### config.mk
export PLATFORM = sky130hd
export DESIGN_NAME = branch_resolve_unit
export DESIGN_NICKNAME = d
export VERILOG_FILES = /design/src/rtl/branch_resolve_unit.sv
export SDC_FILE = /design/constraint.sdc
export NUM_CORES = 1
export LEC_CHECK = 0
export CAP_MARGIN = 20
export CORE_MARGIN = 2
export CORE_UTILIZATION = 49
export CTS_CLUSTER_DIAMETER = 120
export CTS_CLUSTER_SIZE = 10
export DETAILED_ROUTE_END_ITERATION = 8
export GPL_ROUTABILITY_DRIVEN = 1
export PLACE_DENSITY = 0.75
export SETUP_SLACK_MARGIN = 0.05
export SLEW_MARGIN = 20
export SYNTH_ARGS = -nofsm -noshare
export SYNTH_HDL_FRONTEND = slang
export SYNTH_SLANG_ARGS = --single-unit
### constraint.sdc
create_clock -name clk -period 8.26 [get_ports clk]
set_clock_uncertainty 0.05 [all_clocks]
set_input_delay 1.652 -clock clk [delete_from_list [all_inputs] [get_ports clk]]
set_output_delay 1.652 -clock clk [all_outputs]
set_load 0.02 [all_outputs]
### src/rtl/branch_resolve_unit.sv
// branch_resolve_unit: resolves branches in EX, flushes on mispredict, trains 2-bit counters and queues BTB writes.
module branch_resolve_unit #(
  parameter int IDX_BITS = 6,
  parameter int QDEPTH = 2
) (
  input  logic        clk,
  input  logic        rst_n,
  input  logic        ex_valid,
  input  logic        ex_is_branch,
  input  logic [31:0] ex_pc,
  input  logic [31:0] ex_target,
  input  logic        ex_taken,
  input  logic        ex_pred_hit,
  input  logic        ex_pred_taken,
  input  logic [31:0] ex_pred_target,
  output logic        stall,
  output logic        flush,
  output logic [31:0] redirect_pc,
  output logic [2:0]  write_entry,
  output logic [31:0] btb_pc,
  output logic [31:0] btb_target,
  output logic        btb_taken,
  output logic [15:0] mispredict_cnt
);
  localparam int PW = $clog2(QDEPTH);
  localparam int CW = $clog2(QDEPTH + 1);
  typedef enum logic [1:0] {IDLE, WRITE, GAP} state_t;
  state_t state, state_nx;
  logic [1:0] ctr [2**IDX_BITS];
  logic [IDX_BITS-1:0] idx;
  logic [1:0] ctr_cur, ctr_upd, enq_cmd, cmd_r;
  logic accept, mispred, enq, deq, new_dir;
  logic [66:0] q_mem [QDEPTH];
  logic [PW-1:0] wr_ptr, rd_ptr;
  logic [CW-1:0] count;

  assign stall = count == CW'(QDEPTH);
  assign accept = ex_valid & ex_is_branch & ~stall;
  assign idx = ex_pc[IDX_BITS+1:2];
  assign ctr_cur = ctr[idx];
  assign ctr_upd = ex_taken ? (ctr_cur == 2'd3 ? 2'd3 : ctr_cur + 2'd1)
                            : (ctr_cur == 2'd0 ? 2'd0 : ctr_cur - 2'd1);
  assign new_dir = ctr_upd[1];
  // A BTB miss implicitly predicted not-taken at PC+4.
  assign mispred = accept & (((ex_pred_hit & ex_pred_taken) != ex_taken) |
                             (ex_taken & ex_pred_hit & (ex_pred_target != ex_target)));
  assign enq_cmd = ex_pred_hit ? ((new_dir != ex_pred_taken || ex_pred_target != ex_target) ? 2'b01 : 2'b00)
                               : (ex_taken ? 2'b10 : 2'b00);
  assign enq = accept & |enq_cmd;
  assign deq = state == IDLE && count != '0;
  assign write_entry = state == WRITE ? {1'b0, cmd_r} : 3'b000;

  always_comb begin
    state_nx = state;
    state_nx = state == IDLE ? (count != '0 ? WRITE : IDLE) : state == WRITE ? GAP : IDLE;
  end

  always_ff @(posedge clk or negedge rst_n) begin
    if (!rst_n) begin
      state <= IDLE;
      for (int i = 0; i < 2**IDX_BITS; i++) ctr[i] <= 2'b01;
      flush <= 1'b0;
      redirect_pc <= '0;
      mispredict_cnt <= '0;
      wr_ptr <= '0;
      rd_ptr <= '0;
      count <= '0;
      cmd_r <= '0;
      btb_pc <= '0;
      btb_target <= '0;
      btb_taken <= 1'b0;
    end else begin
      state <= state_nx;
      if (accept) ctr[idx] <= ctr_upd;
      flush <= mispred;
      if (mispred) redirect_pc <= ex_taken ? ex_target : ex_pc + 32'd4;
      if (mispred && mispredict_cnt != 16'hFFFF) mispredict_cnt <= mispredict_cnt + 16'd1;
      if (enq) wr_ptr <= wr_ptr + PW'(1);
      if (deq) rd_ptr <= rd_ptr + PW'(1);
      count <= count + CW'(enq) - CW'(deq);
      if (deq) {cmd_r, btb_pc, btb_target, btb_taken} <= q_mem[rd_ptr];
    end
  end

  always_ff @(posedge clk) begin
    if (enq) q_mem[wr_ptr] <= {enq_cmd, ex_pc, ex_target, new_dir};
  end
endmodule

==> metrics.md <==
| Metric | Value |
|---|---|
| Final hold violation count | 0 |
| Outcome | finished clean |
| Fin crit period | 5.57 ns |
| Drt total wl | 43.0 mm |
| Ports | 221 |
| Critical path type | in2reg |
| Mapped Cells | 1342 |
| Mux share of post-synthesis cell area | 15.7% |
| CTS tree | built |
| P_leak | 8.21 nW |
| Hold path endpoint | redirect_pc[15]$_DFFE_PN0P_ |
| Pwr per Cell Area | 306 nW/um^2 |
| Flops & latches, synth | 384 |
| HP Class | reg2reg |
| Max Clk Rate | 180 MHz |
| Drt wl/cell | 21.2 um |
| Setup tns final | 0 ns |
| Final HPWL DP | 28.9 mm |
| Critical Path RT | 8.37 ns |
| Synth Area per Inst | 12.5 um^2 |
| Cells along the critical path | buf_2 -> nor2_1 -> a32o_1 -> o31a_1 -> a2111oi_2 -> nand4_1 -> maj3_2 -> xor2_1 -> o31ai_4 -> nor2_4 -> buf_4 |
| Commonest non-fill, non-tap cell in the layout | clkdlybuf4s50_1 |
| RSZ-0062 raised after global routing | no |
| IO Port Bufs | 219 |
| Slew Viols, Final | 0 |
| R2R Path End | q_mem[1][5]$_DFFE_PP_ |
| Commonest non-fill, non-tap cells in the layout | 214 x clkdlybuf4s50_1, 185 x dfrtp_1, 150 x nor2_1 |
| Worst setup SP type | input port |
| Setup slack, reg-to-reg | 4.48 ns |
| CP Capture Type | register |
| Worst Path Max Fanout | 67 |
| Hold Path Cell Cnt | 2 |
| Layout cells sized above 1 | 18.1% |
| Starting density of the core | 50.0% |
| Top_reg_cell synth | dfrtp_1 |
| Setup WS pre-CTS | 2.25 ns |
| Simple-Gate Fraction of Synth Area | 9.64% |
| Worst skew pair latency | 0.55 ns |
| Initial antenna violation count | 3 |
| Die X | 189 um |
| WHS | 0.426 ns |
| FP Rows | 67 |
| First-pass GRT wire length | 66.5 mm |
| VDD IR max | 0.205 mV |
| Vias | 11500 |
| CTS max path bufs | 3 |
| Gr ovfl total | 0 |
| Post-CTS resize count | 0 |
| Slew margin rel. | 27.5% |
| Switching Fraction | 32.8% |
| Synth async-reset ratio | 65.1% |
| Yosys warnings | 0 |
| Core box area | 33600 um^2 |
| Final GP Congestion | 0.884 |
| Gate power share | 30.5% |
| CTS Hold Buffers Added | 0 |
| Synth Cell Area | 16800 um^2 |
| TritonRoute pass-1 iters | 6 |
| Final setup margin | 2.69 ns |
| Hold_sp | redirect_pc[15]$_DFFE_PN0P_ |
| Synth cell types | 57 |
| # fillers | 2611 |
| Area delta synth->final | 23.2% |
| # clock sinks | 384 |
| Arrival @ worst endpoint | 5.68 ns |
| Sequential Power Share | 41.5% |
| Syn_nets | 1449 |
| RR Startpoint | ctr[113]$_DFFE_PN0P_ |
| CTS clock-pin slew for the worst setup and hold paths | 0.05 ns |
| TritonCTS Buffers | 44 |
| Max-cap violation count | 0 |
| Final ANT Viol Nets | 0 |
| Worst Reg-to-Reg Cells | 10 |
| Number of global-route vias before repair | 11600 |
| Die area | 35800 um^2 |
| Sw Pwr | 2.08 mW |
| Final instance area | 20700 um^2 |
| Fin nets | 1656 |
| Post-synthesis sequential area ratio | 61.6% |
| Clock power share | 28.0% |
| Die Y | 189 um |
| Slowest cell on crit path | buf_2 |
| Post-synthesis compound-gate area fraction | 6.54% |
| H-tree Lvls | 2 |
| Post-CTS setup buffer count | 0 |
| DRT iter0 DRCs | 854 |
| DRC viols | 0 |
| Largest family of logic cells by synthesized area | multiplexers |
| Vias per inst | 5.64 |
| CTS Root Cell | clkbuf_16 |
| Tcrit/Tclk final | 67.4% |
| DP Area | 19400 um^2 |
| Worst path max stage delay | 0.76 ns |
| Final setup vio count | 0 |
| Adder-Cell Fraction of Synth Area | 0.365% |
| Post-synth EDFFs | 134 |
| Largest net degree at the start of global routing | 110 |
| Int Power | 4.26 mW |
| Worst slew pin tran | 1.09 ns |
| Post-Synth XOR/XNOR Area | 3.91% |
| GRT Util Overall | 24.0% |
final cells by class:
cell class	count	area [um^2]	share of cell area (%)
antenna	2	5.00	0.0242
clock buffer	77	1250	6.02
clock inverter	3	48.8	0.236
inverter	17	63.8	0.308
multi-input combinational	869	6130	29.6
sequential	384	10400	50.1
tap	448	561	2.71
timing repair buffer	233	2280	11.0
Yosys cell counts, types with 13 or more instances:
library cell  instances  area (um^2)
xor2_1               23          201
nand4_1              18          113
mux2_2              128         1440
nand3_1              31          155
o21ai_0              46          230
dfstp_2              64         1680
nand2_1              95          357
a21oi_1             106          531
mux2i_1              95          951
nor3_1               13         65.1
dfrtp_1             186         4650
edfxtp_1            134         4020
nor2_1              152          571
inv_1                17         63.8
xnor2_1              52          455
clkbuf_1             45          169
power groups by stage:
stage,logic (mW),registers [mW],clock network [mW]
after detailed placement,1.94,2.66,0
after global routing,2.09,2.67,1.88
final,1.94,2.63,1.77
after floorplan,0.818,2.89,0
after CTS,1.95,2.63,1.80
after global placement,1.90,2.65,0
worst max-delay path by stage:
stage	start	to	slack [ns]	cells after the start
floorplan	ex_pc[2]	q_mem[0][0]$_DFFE_PP_	1.11	11
global placement	ex_pc[3]	q_mem[0][18]$_DFFE_PP_	2.26	11
detailed placement	ex_pc[3]	q_mem[1][31]$_DFFE_PP_	2.25	11
CTS	ex_pc[3]	q_mem[0][19]$_DFFE_PP_	2.73	11
global route	ex_pc[3]	q_mem[0][15]$_DFFE_PP_	2.43	11
finish	ex_pc[3]	q_mem[1][5]$_DFFE_PP_	2.69	11
cell families (layout without fill, tap and decap cells):
group                      after synthesis  count (layout)
muxes                                  234             234
xor gates and xnor gates                75              75
AOI/OAI and AO/OA                      191             191
and+or+nand+nor                        363             363
DFF                                    384             384
other                                    1               3
adders and majority gates                5               5
buffers and inverters                   89             330
metrics by stage:
stage                     util [%]  total power, mW  instances
after floorplan                  -             3.71       1342
after global placement        57.7             4.55       1951
after detailed placement      57.7             4.60       1951
after CTS                     61.5             6.38       2031
after global routing          61.6             6.64       2033
final                         61.6             6.34       2033
metal layers:
layer | global-route usage, % | vias up | part of all wire, %
met5 | 0 | - | 0.021
met4 | 8.68 | 2 | 3.6
met3 | 4.41 | 106 | 7.8
met2 | 40.1 | 466 | 49
met1 | 31.6 | 5686 | 40
li1 | - | 5213 | -
critical path: cells and delay by family:
family | cells | cell delay (ns)
adders and majority gates | 1 | 0.38
buffers and inverters | 2 | 1.49
and+or+nand+nor | 3 | 0.60
xor gates and xnor gates | 1 | 0.26
AOI/OAI and AO/OA | 4 | 1.20
state kept, by name, indices dropped and copies added (netlist names), 2 cells and up:
register,count
q_mem,134
ctr,128
btb_pc,32
btb_target,32
redirect_pc,32
mispredict_cnt,16
cmd_r,2
count,2
state,2
Power figures use the tool's default switching activity.
